`src/rtl/eth_pkg.sv`:
```
// Shared Ethernet framing constants and the receive-framer state encoding.
package eth_pkg;

    localparam logic [7:0]  ETH_PREAMBLE  = 8'h55;
    localparam logic [7:0]  ETH_SFD       = 8'hD5;
    localparam logic [31:0] CRC32_POLY    = 32'hEDB88320;
    localparam logic [31:0] CRC32_INIT    = 32'hFFFFFFFF;
    localparam logic [31:0] CRC32_RESIDUE = 32'hDEBB20E3;

    typedef enum logic [1:0] {
        ST_IDLE = 2'd0,
        ST_PRE  = 2'd1,
        ST_DATA = 2'd2,
        ST_DROP = 2'd3
    } rx_state_e;

endpackage

```
`src/rtl/crc32_d8.sv`:
```
// Reflected CRC-32 advanced by one byte, LSB first; purely combinational.
module crc32_d8
    import eth_pkg::*;
(
    input  logic [31:0] crc_in,
    input  logic [7:0]  data,
    output logic [31:0] crc_out
);

    always_comb begin
        crc_out = crc_in;
        for (int i = 0; i < 8; i++) begin
            if (crc_out[0] ^ data[i]) begin
                crc_out = (crc_out >> 1) ^ CRC32_POLY;
            end else begin
                crc_out = crc_out >> 1;
            end
        end
    end

endmodule

```
`src/rtl/gmii_rx_frame.sv`:
```
// GMII receive framer: strips preamble/SFD, checks FCS and length, drops the FCS
// and emits a sop/eop-marked byte stream with good/bad status and frame counters.
//
// state   | meaning
// --------+-----------------------------------------------------------
// IDLE    | between frames, waiting for the first preamble byte
// PRE     | inside preamble, waiting for SFD
// DATA    | frame body: count, CRC, hold 5 bytes, emit oldest
// DROP    | discarding the rest of a rejected frame until RX_DV drops
module gmii_rx_frame
    import eth_pkg::*;
#(
    parameter int MAX_LEN = 1518,
    parameter int MIN_LEN = 64
) (
    input  logic        rgmii_clk,
    input  logic        rst,
    input  logic        mac_rx_data_valid,
    input  logic [7:0]  mac_rx_data,
    input  logic        mac_rx_error,
    output logic        rx_valid,
    output logic [7:0]  rx_data,
    output logic        rx_sop,
    output logic        rx_eop,
    output logic        rx_good,
    output logic        rx_bad,
    output logic [15:0] good_cnt,
    output logic [15:0] bad_cnt
);

    localparam logic [10:0] MAX_LEN_L  = 11'(MAX_LEN);
    localparam logic [10:0] MIN_LEN_L  = 11'(MIN_LEN);
    localparam logic [10:0] OVER_LEN_L = 11'(MAX_LEN + 1);
    localparam logic [2:0]  HOLD_DEPTH = 3'd5;

    rx_state_e       state_q, state_d;
    logic [10:0]     len_q, len_d;
    logic [31:0]     crc_q, crc_d;
    logic [31:0]     crc_next;
    logic [4:0][7:0] hold_q, hold_d;
    logic [2:0]      hold_cnt_q, hold_cnt_d;
    logic            err_q, err_d;
    logic            first_q, first_d;

    logic            rx_valid_q, rx_valid_d;
    logic [7:0]      rx_data_q, rx_data_d;
    logic            rx_sop_q, rx_sop_d;
    logic            rx_eop_q, rx_eop_d;
    logic            rx_good_q, rx_good_d;
    logic            rx_bad_q, rx_bad_d;
    logic [15:0]     good_cnt_q, good_cnt_d;
    logic [15:0]     bad_cnt_q, bad_cnt_d;

    logic            count_good;
    logic            count_bad;
    logic            frame_ok;

    crc32_d8 u_crc (
        .crc_in  (crc_q),
        .data    (mac_rx_data),
        .crc_out (crc_next)
    );

    // The FCS bytes are already folded into crc_q when RX_DV drops.
    assign frame_ok = (crc_q == CRC32_RESIDUE) && (len_q >= MIN_LEN_L) &&
                      (len_q <= MAX_LEN_L) && !err_q;

    always_comb begin
        state_d    = state_q;
        len_d      = len_q;
        crc_d      = crc_q;
        hold_d     = hold_q;
        hold_cnt_d = hold_cnt_q;
        err_d      = err_q;
        first_d    = first_q;
        rx_valid_d = 1'b0;
        rx_data_d  = rx_data_q;
        rx_sop_d   = 1'b0;
        rx_eop_d   = 1'b0;
        rx_good_d  = 1'b0;
        rx_bad_d   = 1'b0;
        count_good = 1'b0;
        count_bad  = 1'b0;

        case (state_q)
            ST_IDLE: begin
                if (mac_rx_data_valid) begin
                    state_d = (mac_rx_data == ETH_PREAMBLE) ? ST_PRE : ST_DROP;
                end
            end

            ST_PRE: begin
                if (!mac_rx_data_valid) begin
                    state_d = ST_IDLE;
                end else if (mac_rx_error) begin
                    state_d = ST_DROP;
                end else if (mac_rx_data == ETH_SFD) begin
                    state_d    = ST_DATA;
                    len_d      = '0;
                    crc_d      = CRC32_INIT;
                    hold_d     = '0;
                    hold_cnt_d = '0;
                    err_d      = 1'b0;
                    first_d    = 1'b1;
                end else if (mac_rx_data != ETH_PREAMBLE) begin
                    state_d = ST_DROP;
                end
            end

            ST_DATA: begin
                if (mac_rx_data_valid) begin
                    len_d  = len_q + 11'd1;
                    crc_d  = crc_next;
                    hold_d = {hold_q[3:0], mac_rx_data};
                    err_d  = err_q | mac_rx_error;
                    if (hold_cnt_q == HOLD_DEPTH) begin
                        rx_valid_d = 1'b1;
                        rx_data_d  = hold_q[4];
                        rx_sop_d   = first_q;
                        first_d    = 1'b0;
                    end else begin
                        hold_cnt_d = hold_cnt_q + 3'd1;
                    end
                    // Hold is always full here because MAX_LEN is well above 5.
                    if (len_d == OVER_LEN_L) begin
                        rx_eop_d  = 1'b1;
                        rx_bad_d  = 1'b1;
                        count_bad = 1'b1;
                        state_d   = ST_DROP;
                    end
                end else begin
                    state_d = ST_IDLE;
                    if (hold_cnt_q == HOLD_DEPTH) begin
                        rx_valid_d = 1'b1;
                        rx_data_d  = hold_q[4];
                        rx_sop_d   = first_q;
                        rx_eop_d   = 1'b1;
                        rx_good_d  = frame_ok;
                        rx_bad_d   = !frame_ok;
                        count_good = frame_ok;
                        count_bad  = !frame_ok;
                    end else begin
                        count_bad = 1'b1;
                    end
                end
            end

            ST_DROP: begin
                if (!mac_rx_data_valid) begin
                    state_d = ST_IDLE;
                end
            end

            default: state_d = ST_IDLE;
        endcase

        good_cnt_d = good_cnt_q;
        bad_cnt_d  = bad_cnt_q;
        if (count_good && (good_cnt_q != 16'hFFFF)) begin
            good_cnt_d = good_cnt_q + 16'd1;
        end
        if (count_bad && (bad_cnt_q != 16'hFFFF)) begin
            bad_cnt_d = bad_cnt_q + 16'd1;
        end
    end

    always_ff @(posedge rgmii_clk) begin
        if (rst) begin
            state_q    <= ST_IDLE;
            len_q      <= '0;
            crc_q      <= '0;
            hold_q     <= '0;
            hold_cnt_q <= '0;
            err_q      <= 1'b0;
            first_q    <= 1'b0;
            rx_valid_q <= 1'b0;
            rx_data_q  <= '0;
            rx_sop_q   <= 1'b0;
            rx_eop_q   <= 1'b0;
            rx_good_q  <= 1'b0;
            rx_bad_q   <= 1'b0;
            good_cnt_q <= '0;
            bad_cnt_q  <= '0;
        end else begin
            state_q    <= state_d;
            len_q      <= len_d;
            crc_q      <= crc_d;
            hold_q     <= hold_d;
            hold_cnt_q <= hold_cnt_d;
            err_q      <= err_d;
            first_q    <= first_d;
            rx_valid_q <= rx_valid_d;
            rx_data_q  <= rx_data_d;
            rx_sop_q   <= rx_sop_d;
            rx_eop_q   <= rx_eop_d;
            rx_good_q  <= rx_good_d;
            rx_bad_q   <= rx_bad_d;
            good_cnt_q <= good_cnt_d;
            bad_cnt_q  <= bad_cnt_d;
        end
    end

    assign rx_valid = rx_valid_q;
    assign rx_data  = rx_data_q;
    assign rx_sop   = rx_sop_q;
    assign rx_eop   = rx_eop_q;
    assign rx_good  = rx_good_q;
    assign rx_bad   = rx_bad_q;
    assign good_cnt = good_cnt_q;
    assign bad_cnt  = bad_cnt_q;

endmodule

```
`config.mk`:
```
export PLATFORM = sky130hd
export DESIGN_NAME = gmii_rx_frame
export DESIGN_NICKNAME = d
export VERILOG_FILES = /design/src/rtl/eth_pkg.sv /design/src/rtl/crc32_d8.sv /design/src/rtl/gmii_rx_frame.sv
export SDC_FILE = /design/constraint.sdc
export NUM_CORES = 1
export LEC_CHECK = 0
export ABC_AREA = 1
export ABC_CLOCK_PERIOD_IN_PS = 5600
export BUFFER_PORTS_ARGS = -buffer_cell sky130_fd_sc_hd__buf_2
export CAP_MARGIN = 20
export CELL_PAD_IN_SITES_DETAIL_PLACEMENT = 1
export CELL_PAD_IN_SITES_GLOBAL_PLACEMENT = 2
export CORE_MARGIN = 10
export CORE_UTILIZATION = 35
export DETAILED_ROUTE_END_ITERATION = 10
export GPL_TIMING_DRIVEN = 1
export PLACE_DENSITY_LB_ADDON = 0.15
export REMOVE_ABC_BUFFERS = 1
export SLEW_MARGIN = 15
export SYNTH_ARGS = -nofsm -noshare
export SYNTH_HDL_FRONTEND = slang
export SYNTH_SLANG_ARGS = --single-unit
```
`constraint.sdc`:
```
create_clock -name rgmii_clk -period 5.6 [get_ports rgmii_clk]
set_input_delay 0.56 -clock rgmii_clk [delete_from_list [all_inputs] [get_ports rgmii_clk]]
set_output_delay 0.56 -clock rgmii_clk [all_outputs]
set_load 0.05 [all_outputs]
```
# --- Word level (Yosys, flattened, before mapping) ---
# Cells that the tools add are included.
classes:
  addsub: 4
  magnitude_cmp: 2
  eq_ne: 21
  muxes: 61
  bitwise: 19
  reduce_logical: 16
op_table:
  columns: ["cell", "n"]
  rows:
  - ["$mux W32", 12]
  - ["$mux W40", 4]
  - ["$not A13 Y14", 8]
  - ["$pmux W40 S2", 1]
  - ["$pmux W32 S2", 1]
  - ["$mux W11", 4]
  - ["$add A16 B1 Y16 const B", 2]
  - ["$eq A32 B32 Y1 const B", 1]
  - ["$ne A16 B16 Y1 const B", 2]
  - ["$pmux W11 S2", 1]
  - ["$mux W1", 20]
  - ["$mux W2", 9]
  - ["$ne A2 B2 Y1 const B", 8]
  - ["$mux W3", 5]
  - ["$reduce_and A6 Y1", 2]
  - ["$add A11 B1 Y11 const B", 1]
  - ["$eq A11 B11 Y1 const B", 1]
  - ["$ge A11 B7 Y1 const B", 1]
  - ["$le A11 B11 Y1 const B", 1]
  - ["$eq A8 B7 Y1 const B", 1]
  - ["$eq A8 B8 Y1 const B", 1]
  - ["$ne A8 B7 Y1 const B", 1]
  - ["$pmux W2 S4", 1]
  - ["$xor A1 B1 Y1", 8]
  - ["other kinds (19)", 27]
word_totals:
  ff_bits: 135
  input_bits: 12
  output_inout_bits: 45
  elab_cells: 142

# --- Logic depth before layout (Yosys ltp) ---
# Gate-level depths: netlist of the first run.
depth:
  word_depth: 18
  depth_mapped: 14
  ltp_nobuf: 14

# --- By module ---
# From an unflattened synthesis of the first run, not the netlist that was laid out.
unflattened:
  hier_cells: 1033
  area_unflattened_um2: 7463.4
by_module_without_submodules:
  columns: ["mod", "n_inst", "cells_per_inst", "area_each_um2", "seq_area_each_um2"]
  rows:
  - ["gmii_rx_frame", 1, 838, 6229.7, 2702.6]
  - ["crc32_d8", 1, 195, 1233.7, 0.0]

# --- Least setup slack after synthesis of the first run ---
# Ideal clock, no wire load.
synth_timing:
  path_type: "flip-flop to flip-flop"
  startpoint: "register bad_cnt_q[0], in the netlist bad_cnt[0]"
  endpoint: "register bad_cnt_q[7], in the netlist bad_cnt[7]"
  setup_time_ns: 0.070
  arrival_ns: 2.091
  t_required_ns: 5.530
  slack_ns: 3.438
  stages_incl_launch_ff: 11
  path_buffers: 1
  synth_period_minus_slack_ns: 2.162
  cell_sequence: "dfxtp_1 -> ha_1 -> nand3_1 -> nor2_2 -> nand2_1 -> nor3_2 -> nand2_1 -> nand3_4 -> buf_6 -> nand2_1 -> a21oi_1"
synth_via:
  elab_chain_len: 2
  elab_cells_between_ends: 3
  cone_classes: "add/sub (1); eq/ne (1); reduce/logical (1)"
synth_rtl:
  columns: ["item", "line", "source"]
  rows:
  - ["start: declaration", "gmii_rx_frame.sv:52", "logic [15:0] bad_cnt_q, bad_cnt_d;"]
  - ["start signal: assignment", "gmii_rx_frame.sv:199", "bad_cnt_q <= bad_cnt_d;"]
  - ["parallel branches: the longest is 2 deep, another holds $add A16 B1 Y16", null, null]
# Several ways; the timed one is not identified.
# A chain may end at the register's enable or synchronous reset.

# --- Worst setup path after layout of the first run ---
layout_timing:
  startpoint: "register state_q[1]"
  endpoint: "register hold_cnt_q[0]"
layout_via:
  elab_chain_len: 3
  elab_cells_between_ends: 10
  cone_classes: "eq/ne (7); mux (1); reduce/logical (2)"
layout_rtl:
  columns: ["item", "line", "source"]
  rows:
  - ["start: declaration", "gmii_rx_frame.sv:36", "rx_state_e state_q, state_d;"]
  - ["start signal: assignment", "gmii_rx_frame.sv:185", "state_q <= state_d;"]
  - ["$eq A2 B2 Y1 / $eq A2 B1 Y1 (equally long branches)", "gmii_rx_frame.sv:85", "case (state_q)"]
  - ["$ne A2 B2 Y1 (no source line) / $reduce_bool A2 Y1 (equally long branches)", null, null]
  - ["$reduce_and A6 Y1 (no source line)", null, null]
  - ["end signal: assignment", "gmii_rx_frame.sv:189", "hold_cnt_q <= hold_cnt_d;"]
  - ["end: declaration", "gmii_rx_frame.sv:41", "logic [2:0] hold_cnt_q, hold_cnt_d;"]
# Several ways; a longest one is shown, not always the timed one.

==> summary.log, run 1 <==
[clock_tree] Post-CTS Setup Bufs 0
[sta] Tightest Pin Transition 790 ps
[synth] simple-gate area share of the yosys netlist 29.8%
[clock_tree] clk sinks 135
[die] Die W 162 um
[final_layout] Area growth syn-to-layout 14.5%
[placed_design] final weighted congestion in routability-driven placement 0.777
[sta] final count of pins violating max slew 0
[die] I/O pin count 57
[grt] antenna violations before repair 0
[die] Die H 162 um
[sta] Final Hold Fails 0
[synth] number of synthesis warnings 0
[clock_tree] TritonCTS clock tree built
[setup_path] Startpoint Class flop
[clock_tree] clock latency at the later pin of the worst-skew pair 430 ps
[power_and_ir_drop] overall power after layout 3.34 mW
[sta] least setup slack across all paths after layout 2750 ps
[setup_path] classification of the worst setup path reg2reg
[setup_path] cell with the largest stage delay on the worst path buf_4
[route] final WL 20.5 mm
[setup_path] Worst Path Required 5910 ps
[clock_tree] clock input transition at the sequential cells of the worst setup and hold paths 60 ps
[placed_design] post-place setup slack 2550 ps
[route] overall via count from detail_route 6510
[final_layout] commonest non-fill, non-tap cell in the layout nand2_1
[route] number of nets with antenna violations after routing 0
[clock_tree] total of hold buffers inserted after clock tree synthesis 0
[placed_design] detailed placement HPWL 14.1 mm
[route] drc violations 0
[synth] Synth cell types 45
[clock_tree] CTS Buffer Depth 2
[synth] compound-gate portion of the synthesized area 13.8%
[placed_design] area after detailed placement 7550 um^2
[setup_path] depth of the worst register-to-register path 9
[setup_path] Critical R2R Capture hold_cnt_q[0]
[setup_path] series of cell instances along the critical path inv_1, nor2_4, inv_2, nor2_4, buf_4, o21ai_4, buf_4, o21ai_0, a21oi_1
[grt] via count of the first global-routing pass 6618
[synth] average footprint of a synthesized cell 6.92 um^2
[route] initial DRC count 245
[clock_tree] total of cells resized after clock tree synthesis 0
[synth] post-synthesis instance total 1024
[setup_path] Slowest Stage Delay on Critical Path 610 ps
[placed_design] total of buffers placed on input and output ports 56
[final_layout] number of nets in the finished design 1084
[setup_path] endpoint class of the critical path flop
[final_layout] most used cells in the layout excluding fill and tap cells nand2_1 (261), dfxtp_1 (135), inv_1 (115)
[synth] sequential element share of the synthesized area 38.2%
[synth] mux cell area share after synthesis 0%
[power_and_ir_drop] leakage component of the power 3.37 nW
[die] core outline area 19700 um^2
[min_path] Tightest Hold Check Type in2reg
[clock_tree] Max H-tree Level 4
[grt] remaining global-route overflow 0
[route] DR WL/cell 15.3 um
[grt] pin count of the biggest net entering global routing 71
[setup_path] internal reg-to-reg setup slack 2750 ps
[final_layout] final-layout fill cell count 2557
[final_layout] Layout Utilization 41.2%
[min_path] start point of the worst min-delay path mac_rx_error
[sta] worst slew margin relative to its limit 47.4%
[die] placement row count 51
[sta] setup TNS 0 ps
[sta] worst clock skew 8.23 ps
[final_layout] antenna diode count 0
[grt] first-pass GRT wire length 34.8 mm
[sta] Peak Freq 0.351 GHz
[clock_tree] clock root cell clkbuf_16
[final_layout] Non-Filler Cell Area, Final 8110 um^2
[outcome] run status completed
[final_layout] number of cells in the finished layout apart from fillers 1343
[sta] min cycle time layout 2850 ps
[synth] cell area after technology mapping 7080 um^2
[synth] Synth top area share 38.2%
[synth] number of flip-flops and latches in the synthesized netlist 135
[synth] ranking of synthesized cells by area dfxtp_1 (38%), nand2_1 (14%), a21oi_1 (7.1%), inv_1 (6.1%), xor2_1 (5.7%)
[sta] share of the clock period used by the worst path after layout 50.9%
[sta] worst hold slack across all endpoints 414 ps
[setup_path] worst endpoint data arrival time 3160 ps
[sta] final setup vio count 0
[synth] combinational family with the most area after synthesis simple AND/OR/NAND/NOR gates
[job] Max-cap violations 0
[synth] XOR/XNOR Fraction of Synth Area 7.90%
[min_path] Min-Delay Path Depth 3
[synth] adder-cell area share of the yosys netlist 1.24%
[power_and_ir_drop] largest vdd supply drop 190 uV
[route] DR pass1 iterations 4
[final_layout] ratio of cells with drive above 1 in the final layout 11.9%
[synth] library cell with the largest summed area after synthesis dfxtp_1
[min_path] WHS Endpoint err_q
[route] post-DR vias/cell 4.85
[sta] unrepaired setup endpoints after global routing no
[grt] aggregate global-route resource usage 16.1%
[placed_design] instance count after placement with tap cells included 1311
[setup_path] Critical Path Fanout Max 70
[power_and_ir_drop] power density of the placed cells 411 nW/um^2
[die] starting density of the core 36.0%
[die] area enclosed by the die boundary 26300 um^2
[clock_tree] number of buffers created by CTS 17
[setup_path] Crit Reg-Reg Startpoint state_q[1]
==> power breakdown <==
part	switching (mW)	internal [mW]	total, mW	leakage (nW)
registers	0.0876	1.07	1.16	1.09
logic	0.749	0.348	1.10	2.01
clock network	0.485	0.592	1.08	0.269
==> worst max-delay path: cells and delay by family, from the launching register on <==
family | cells | cell delay [ps]
buffers and inverters | 4 | 1210
AOI/OAI and AO/OA | 3 | 480
and+or+nand+nor | 2 | 660
DFF | 1 | 370
==> cells by family (layout without fill, tap and decap cells) <==
kind of cell,count (synthesis),count (layout)
AND/OR/NAND/NOR,481,481
AO/OA/AOI/OAI,180,180
buffers and inverters,158,212
flip-flops,135,135
XOR/XNOR,63,63
adder cells (fa/ha/maj),7,7
==> flip-flops by register name, indices dropped and copies added, names as in the netlist <==
register	cells
rx_data	8
rx_bad	1
hold_cnt_q	3
rx_good	1
good_cnt	16
state_q	2
crc_q	32
bad_cnt	16
hold_q	40
rx_sop	1
len_q	11
first_q	1
err_q	1
rx_valid	1
rx_eop	1
==> cells in the mapped netlist, drive strengths merged <==
library cell	instances
a211oi	8
a21oi	100
a221oi	5
a31oi	3
and2	3
buf	15
clkbuf	23
clkinv	1
dfxtp	135
ha	7
inv	119
nand2	270
nand3	49
nand3b	1
nand4	30
nor2	109
nor3	10
nor3b	1
nor4	2
o211ai	6
o21a	1
o21ai	53
o221ai	2
o22ai	1
o31ai	1
or2	5
or3b	1
xnor2	17
xor2	46
==> worst max path at each step <==
stage / start / end / slack, ps / depth (start not counted)
2_1_floorplan: state_q[1] / hold_cnt_q[0] / 1650 / 9
3_3_place_gp: mac_rx_data_valid / err_q / 2580 / 8
3_5_place_dp: mac_rx_data_valid / err_q / 2550 / 8
4_1_cts: state_q[1] / err_q / 2680 / 9
5_1_grt: state_q[1] / hold_cnt_q[0] / 2460 / 9
6_report: state_q[1] / hold_cnt_q[0] / 2750 / 9
==> final cells by class <==
type	instances	area [um^2]	area share, %
multi-input combinational	731	3750	46.3
inverter	120	450	5.56
sequential	135	2700	33.3
clock inverter	13	113	1.39
tap	265	332	4.09
clock buffer	19	443	5.46
timing repair buffer	60	313	3.86
==> per-layer routing <==
metal  wire (um)  global-route usage (%)  vias to the layer above  share of wire [%]
li1            -                       -                     3378                  -
met1       10500                    21.6                     3058                 51
met2        9350                    25.5                       54                 46
met3         487                    3.03                       20                2.4
met4         227                    4.51                        0                1.1
met5           0                       0                        -                  0
(Power assumes the default switching activity.)
==> inputs of run 2 (changes only) <==
ABC_AREA = 0   (was 1)
ABC_CLOCK_PERIOD_IN_PS = 2900   (was 5600)
clock period = 2.9 ns   (was 5.6 ns; I/O delays follow)
==> run 2 against run 1 <==
Die area down 9.0%; area after synthesis down 10%; global-route usage fell by 0.71 points; largest power group is now clock.
==> summary.log, run 2 <==
[synth] Synth cell types 55
[sta] share of the clock period used by the worst path after layout 90.5%
[sta] final setup vio count 0
[synth] post-synthesis instance total 739
[grt] aggregate global-route resource usage 15.4%
[synth] adder-cell area share of the yosys netlist 1.38%
[setup_path] Critical Path Fanout Max 6
[clock_tree] clock latency at the later pin of the worst-skew pair 430 ps
[min_path] Tightest Hold Check Type in2reg
[setup_path] Slowest Stage Delay on Critical Path 500 ps
[grt] via count of the first global-routing pass 5684
[synth] combinational family with the most area after synthesis simple AND/OR/NAND/NOR gates
[final_layout] number of cells in the finished layout apart from fillers 1038
[final_layout] antenna diode count 0
[clock_tree] clock input transition at the sequential cells of the worst setup and hold paths 70 ps
[clock_tree] clock root cell clkbuf_16
[synth] number of enable flip-flop cells after synthesis 0
[sta] unrepaired setup endpoints after global routing no
[clock_tree] clk sinks 135
[final_layout] max FFs per register 40
[final_layout] Storage cell area 2710 um^2
[synth] Synth top area share 42.5%
[die] area enclosed by the die boundary 24000 um^2
[synth] number of flip-flops and latches in the synthesized netlist 135
[setup_path] endpoint class of the critical path flop
[job] Max-cap violations 0
[sta] Tightest Pin Transition 726 ps
[power_and_ir_drop] leakage component of the power 2.69 nW
[die] Die H 155 um
[final_layout] Reg with most FFs hold_q
[setup_path] family with the most delay on the worst path simple AND/OR/NAND/NOR gates
[route] post-DR vias/cell 5.29
[die] core outline area 17900 um^2
[die] I/O pin count 57
[die] placement row count 49
[route] final WL 17.9 mm
[setup_path] number of stages on the worst setup path 7
[route] number of nets with antenna violations after routing 0
[setup_path] cell with the largest stage delay on the worst path nor4_2
[sta] least setup slack across all paths after layout 276 ps
[setup_path] series of cell instances along the critical path nor4b_2, nand4_1, nor4_2, nand3_2, or4_1, or3_1, a21oi_1
[final_layout] most used cells in the layout excluding fill and tap cells dfxtp_1 (131), nor2_1 (124), xnor2_1 (60)
[sta] min cycle time layout 2620 ps
[synth] cell with the most instances after synthesis dfxtp_1
[clock_tree] number of buffers created by CTS 17
[final_layout] leading registers by flop count hold_q (40), crc_q (32)
[final_layout] number of nets in the finished design 815
[route] initial DRC count 237
[synth] average footprint of a synthesized cell 8.60 um^2
[route] DR WL met3 551 um
[synth] simple-gate area share of the yosys netlist 23.0%
[synth] XOR/XNOR Fraction of Synth Area 13.2%
[sta] worst slew margin relative to its limit 51.3%
[setup_path] classification of the worst setup path reg2reg
[placed_design] final weighted congestion in routability-driven placement 0.834
[synth] sequential element share of the synthesized area 42.5%
[grt] first-pass GRT wire length 30.3 mm
[route] drc violations 0
[grt] pin count of the biggest net entering global routing 53
[synth] compound-gate portion of the synthesized area 15.5%
[route] M1 WL 8.70 mm
[clock_tree] Post-CTS Setup Bufs 0
[placed_design] detailed placement HPWL 12.5 mm
[setup_path] Critical R2R Capture good_cnt[13]
[route] DR pass1 iterations 4
[synth] library cell with the largest summed area after synthesis dfxtp_1
[power_and_ir_drop] largest vdd supply drop 400 uV
[clock_tree] TritonCTS clock tree built
[synth] mux cell area share after synthesis 0.335%
[sta] worst clock skew 11.3 ps
[setup_path] Worst Path Required 3260 ps
[synth] FFs w/ async S/R, synth 0%
[setup_path] depth of the worst register-to-register path 7
[clock_tree] Max H-tree Level 4
[route] overall via count from detail_route 5495
[die] starting density of the core 35.5%
[grt] antenna violations before repair 0
[route] DR WL/cell 17.3 um
[placed_design] post-place setup slack 112 ps
[sta] worst hold slack across all endpoints 142 ps
[synth] number of synthesis warnings 0
[final_layout] final-layout fill cell count 2138
[final_layout] Area growth syn-to-layout 19.2%
[final_layout] ratio of cells with drive above 1 in the final layout 17.4%
[synth] cell area after technology mapping 6360 um^2
[route] met2 wire len 8.51 mm
[placed_design] total of buffers placed on input and output ports 56
[die] Die W 155 um
[sta] Final Hold Fails 0
[sta] final count of pins violating max slew 0
[setup_path] sum of buffers and inverters on the critical path 0
[setup_path] Critical path destination good_cnt[13]
[final_layout] commonest non-fill, non-tap cell in the layout dfxtp_1
[setup_path] worst endpoint data arrival time 2980 ps
[sta] Peak Freq 0.381 GHz
[setup_path] Crit Reg-Reg Startpoint crc_q[2]
[grt] remaining global-route overflow 0
[setup_path] critical path launch point crc_q[2]
[clock_tree] total of hold buffers inserted after clock tree synthesis 0
[placed_design] instance count after placement with tap cells included 1006
[synth] cell types with the highest counts after synthesis dfxtp_1 (135), nor2_1 (125), xnor2_1 (60), a22oi_1 (45), nand2_1 (44)
[outcome] run status completed
[synth] dominant synthesized flop cell dfxtp_1
[route] topmost layer with routed signal wires met4
[final_layout] multi-input combinational cell area 3430 um^2
[power_and_ir_drop] power density of the placed cells 607 nW/um^2
[setup_path] internal reg-to-reg setup slack 280 ps
[clock_tree] total of cells resized after clock tree synthesis 0
[clock_tree] CTS Buffer Depth 2
[synth] ranking of synthesized cells by area dfxtp_1 (43%), xnor2_1 (8.3%), nor2_1 (7.4%), a22oi_1 (5.3%), xor2_1 (3.4%)
[setup_path] Startpoint Class flop
run 2: how the worst min path moves through the flow:
stage                               from     endpoint  slack, ps  depth (start not counted)
after floorplan                      rst  bad_cnt[10]        360                          1
after global placement        rx_data[3]   rx_data[3]        440                          2
after CTS                 mac_rx_data[5]    hold_q[5]        130                          3
after detailed placement      rx_data[3]   rx_data[3]        450                          2
final                     mac_rx_data[5]    hold_q[5]        140                          3
after global routing      mac_rx_data[5]    hold_q[5]        190                          3
run 2: report_power, final:
| part | total [mW] | internal, mW | switching (mW) |
|---|---|---|---|
| logic | 0.597 | 0.258 | 0.340 |
| clock network | 2.08 | 1.13 | 0.948 |
| registers | 1.92 | 1.89 | 0.0368 |
run 2: area by class of cell:
type	instances	area share [%]
Sequential cell	135	35.7
Clock inverter	15	1.77
Multi-Input combinational cell	543	45.3
Inverter	16	0.792
Clock buffer	17	5.61
Tap cell	229	3.78
Timing Repair Buffer	83	7.07
run 2: tightest hold or removal path, delay by kind of cell:
| family | cells | cell delay [ps] |
|---|---|---|
| simple gates | 1 | 70 |
| compound gates | 1 | 60 |
| buf+inv | 1 | 110 |
run 2: cells by family (layout without fill, tap and decap cells):
logic type | Yosys count | after routing
simple gates | 292 | 292
compound gates | 151 | 151
flops | 135 | 135
xor+xnor | 91 | 91
buf+inv | 61 | 131
fa+ha+maj | 7 | 7
mux | 2 | 2
run 2: stage by stage:
stage / power, mW / utilization (%) / setup TNS, ps / cell area (um^2)
2_1_floorplan: 2.37 / - / -1030 / 6170
3_3_place_gp: 2.55 / 39.1 / 0 / 7000
3_5_place_dp: 2.56 / 39.1 / 0 / 7000
4_1_cts: 4.67 / 42.2 / 0 / 7560
5_1_grt: 4.81 / 42.3 / 0 / 7580
6_report: 4.60 / 42.3 / 0 / 7580
run 2: per-layer routing:
layer	track usage (%)	up-vias
met1	19.7	2702
met3	3.80	12
li1	-	2721
met4	3.96	0
met2	25.2	60
met5	0	-
==> inputs of run 3 (changes only) <==
CTS_CLUSTER_DIAMETER = 150   (was unset)
SYNTH_HIERARCHICAL = 1   (was unset)
==> run 3 against run 2 <==
Maximum frequency down 0.30%; area after synthesis is 0.91% higher; sequential power hardly changed; die area grew 0.79%; clock-buffer cell count unchanged; non-clock buffer count decreased by 4; worst hold slack got worse by 7.0 ps; largest cell class unchanged; highest routed layer unchanged.
==> summary.log, run 3 <==
[outcome] run status completed
[die] core outline area 18000 um^2
[setup_path] worst endpoint data arrival time 2940 ps
[final_layout] ratio of cells with drive above 1 in the final layout 17.3%
[route] DR pass1 iterations 4
[setup_path] Worst Path Required 3210 ps
[synth] number of enable flip-flop cells after synthesis 0
[clock_tree] clock input transition at the sequential cells of the worst setup and hold paths 70 ps
[clock_tree] total of hold buffers inserted after clock tree synthesis 0
[power_and_ir_drop] largest vdd supply drop 455 uV
[route] post-DR vias/cell 5.21
[min_path] start point of the worst min-delay path mac_rx_error
[route] final WL 18.1 mm
[die] Die W 155 um
[final_layout] Layout Utilization 42.3%
[setup_path] Startpoint Class flop
[clock_tree] clk sinks 135
[grt] pin count of the biggest net entering global routing 99
[synth] ranking of synthesized cells by area dfxtp_1 (42%), nor2_1 (8.9%), xnor2_1 (7.9%), a22oi_1 (4.9%), nor3_1 (3.5%)
[route] DR WL/cell 17.4 um
[synth] cell area after technology mapping 6420 um^2
[clock_tree] clock latency at the later pin of the worst-skew pair 420 ps
[die] Die H 155 um
[route] initial DRC count 303
[setup_path] Critical Path Fanout Max 17
[power_and_ir_drop] power density of the placed cells 619 nW/um^2
[setup_path] Crit Reg-Reg Startpoint crc_q[24]
[grt] aggregate global-route resource usage 15.3%
[final_layout] number of nets in the finished design 816
[grt] global-route layer with the greatest usage met2
[clock_tree] TritonCTS clock tree built
[grt] via count of the first global-routing pass 5636
[synth] number of synthesis warnings 6
[grt] global routing usage on met2 24.7%
[final_layout] leading registers by flop count hold_q (40), crc_q (32)
[synth] Synth cell types 60
[placed_design] total of buffers placed on input and output ports 56
[synth] number of flip-flops and latches in the synthesized netlist 135
[grt] remaining global-route overflow 0
[setup_path] endpoint class of the critical path flop
[sta] setup TNS 0 ps
[synth] cell with the most instances after synthesis nor2_1
[clock_tree] Max H-tree Level 4
[clock_tree] clock root cell clkbuf_16
[grt] first-pass GRT wire length 30.3 mm
[final_layout] commonest non-fill, non-tap cell in the layout nor2_1
[route] overall via count from detail_route 5415
[die] area enclosed by the die boundary 24100 um^2
[clock_tree] Post-CTS Setup Bufs 0
[die] I/O pin count 57
[final_layout] Area growth syn-to-layout 18.9%
[clock_tree] CTS Buffer Depth 2
[clock_tree] total of cells resized after clock tree synthesis 0
[sta] Final Hold Fails 0
[placed_design] area after detailed placement 7010 um^2
[sta] unrepaired setup endpoints after global routing no
[sta] final count of pins violating max slew 0
[sta] share of the clock period used by the worst path after layout 90.8%
[clock_tree] number of buffers created by CTS 17
[final_layout] Non-Filler Cell Area, Final 7630 um^2
[sta] Peak Freq 0.380 GHz
[placed_design] instance count after placement with tap cells included 1006
[final_layout] number of cells in the finished layout apart from fillers 1040
[sta] worst clock skew 7.24 ps
[final_layout] Reg with most FFs hold_q
[die] starting density of the core 35.6%
[placed_design] detailed placement HPWL 12.7 mm
[synth] dominant synthesized flop cell dfxtp_1
[min_path] Tightest Hold Check Type in2reg
[route] drc violations 0
[sta] final setup vio count 0
[setup_path] critical path launch point crc_q[24]
[sta] Tightest Pin Transition 751 ps
[grt] global-route track usage on met1 19.7%
[synth] cell types with the highest counts after synthesis nor2_1 (152), dfxtp_1 (135), xnor2_1 (58), nor3_1 (45), a22oi_1 (42)
[placed_design] final weighted congestion in routability-driven placement 0.860
[grt] met3 Use GR 3.45%
[synth] FFs w/ async S/R, synth 0%
[job] Max-cap violations 0
[synth] Synth top area share 42.1%
[synth] library cell with the largest summed area after synthesis dfxtp_1
[setup_path] classification of the worst setup path reg2reg
[synth] sequential element share of the synthesized area 42.1%
[grt] antenna violations before repair 0
[final_layout] most used cells in the layout excluding fill and tap cells nor2_1 (151), dfxtp_1 (135), xnor2_1 (58)
[sta] min cycle time layout 2630 ps
[synth] post-synthesis instance total 743
[synth] average footprint of a synthesized cell 8.64 um^2
[die] placement row count 49
[sta] worst slew margin relative to its limit 49.8%
[route] number of nets with antenna violations after routing 0
[power_and_ir_drop] leakage component of the power 2.77 nW
[final_layout] max FFs per register 40
[run 3: cell types whose count changed in the layout (fill, tap and decap cells not counted), moves of 5 or more]
| cell | change |
|---|---|
| a21oi_1 | -9 |
| nor3_2 | +5 |
| o22ai_1 | -10 |
| xor2_1 | -9 |
| nor2_1 | +27 |
| nor4_1 | -7 |
| a211oi_1 | -13 |
| nor3_1 | +28 |
| or3_1 | -6 |
[run 3: logic make-up after synthesis]
logic type	synth area share (%)
simple gates	25.4
flops	42.1
compound gates	12.2
xor+xnor	14.6
buf+inv	3.61
fa+ha+maj	1.36
mux	0.663
[run 3: through the flow]
stage	power (mW)	hold slack (ps)	worst slack [ps]
after floorplan	2.41	359	-824
after detailed placement	2.60	446	104
final	4.72	135	268
after CTS	4.78	121	80.4
after global routing	4.93	167	8.05
after global placement	2.59	440	126
[run 3: per-layer routing]
layer  routed length [um]  share of wire [%]
met5                    0                  0
met4                  308                1.7
met3                  634                3.5
met2                 8610                 47
met1                 8580                 47
[run 3: area by class of cell]
type,instances,area (um^2)
clock buffers,17,425
well taps,229,287
diodes,1,2.50
multi-input cells,552,3510
repair buffers,79,500
fillers,2129,10400
clock inverters,15,158
flip-flops and latches,135,2700
inverters,12,45.0
[run 3: where the power goes]
part	switching (mW)	internal, mW	total, mW
clock	0.934	1.22	2.16
sequential	0.0375	1.89	1.93
combinational	0.353	0.284	0.637
total	1.32	3.39	4.72
[run 3: final timing paths]
check	cells past startpoint	slack, ps	end
max	8	270	good_cnt[7]
max reg2reg	8	270	good_cnt[7]
min	3	140	err_q
min reg2reg	2	450	rx_data[1]
[run 3: critical path, cell delays in order, from the launching register on]
cell	delay [ps]
dfxtp_1	340
nand4bb_1	210
or4_1	560
or4_1	490
or2_1	290
buf_12	170
nor4_2	240
xnor2_1	160
nor2_1	50
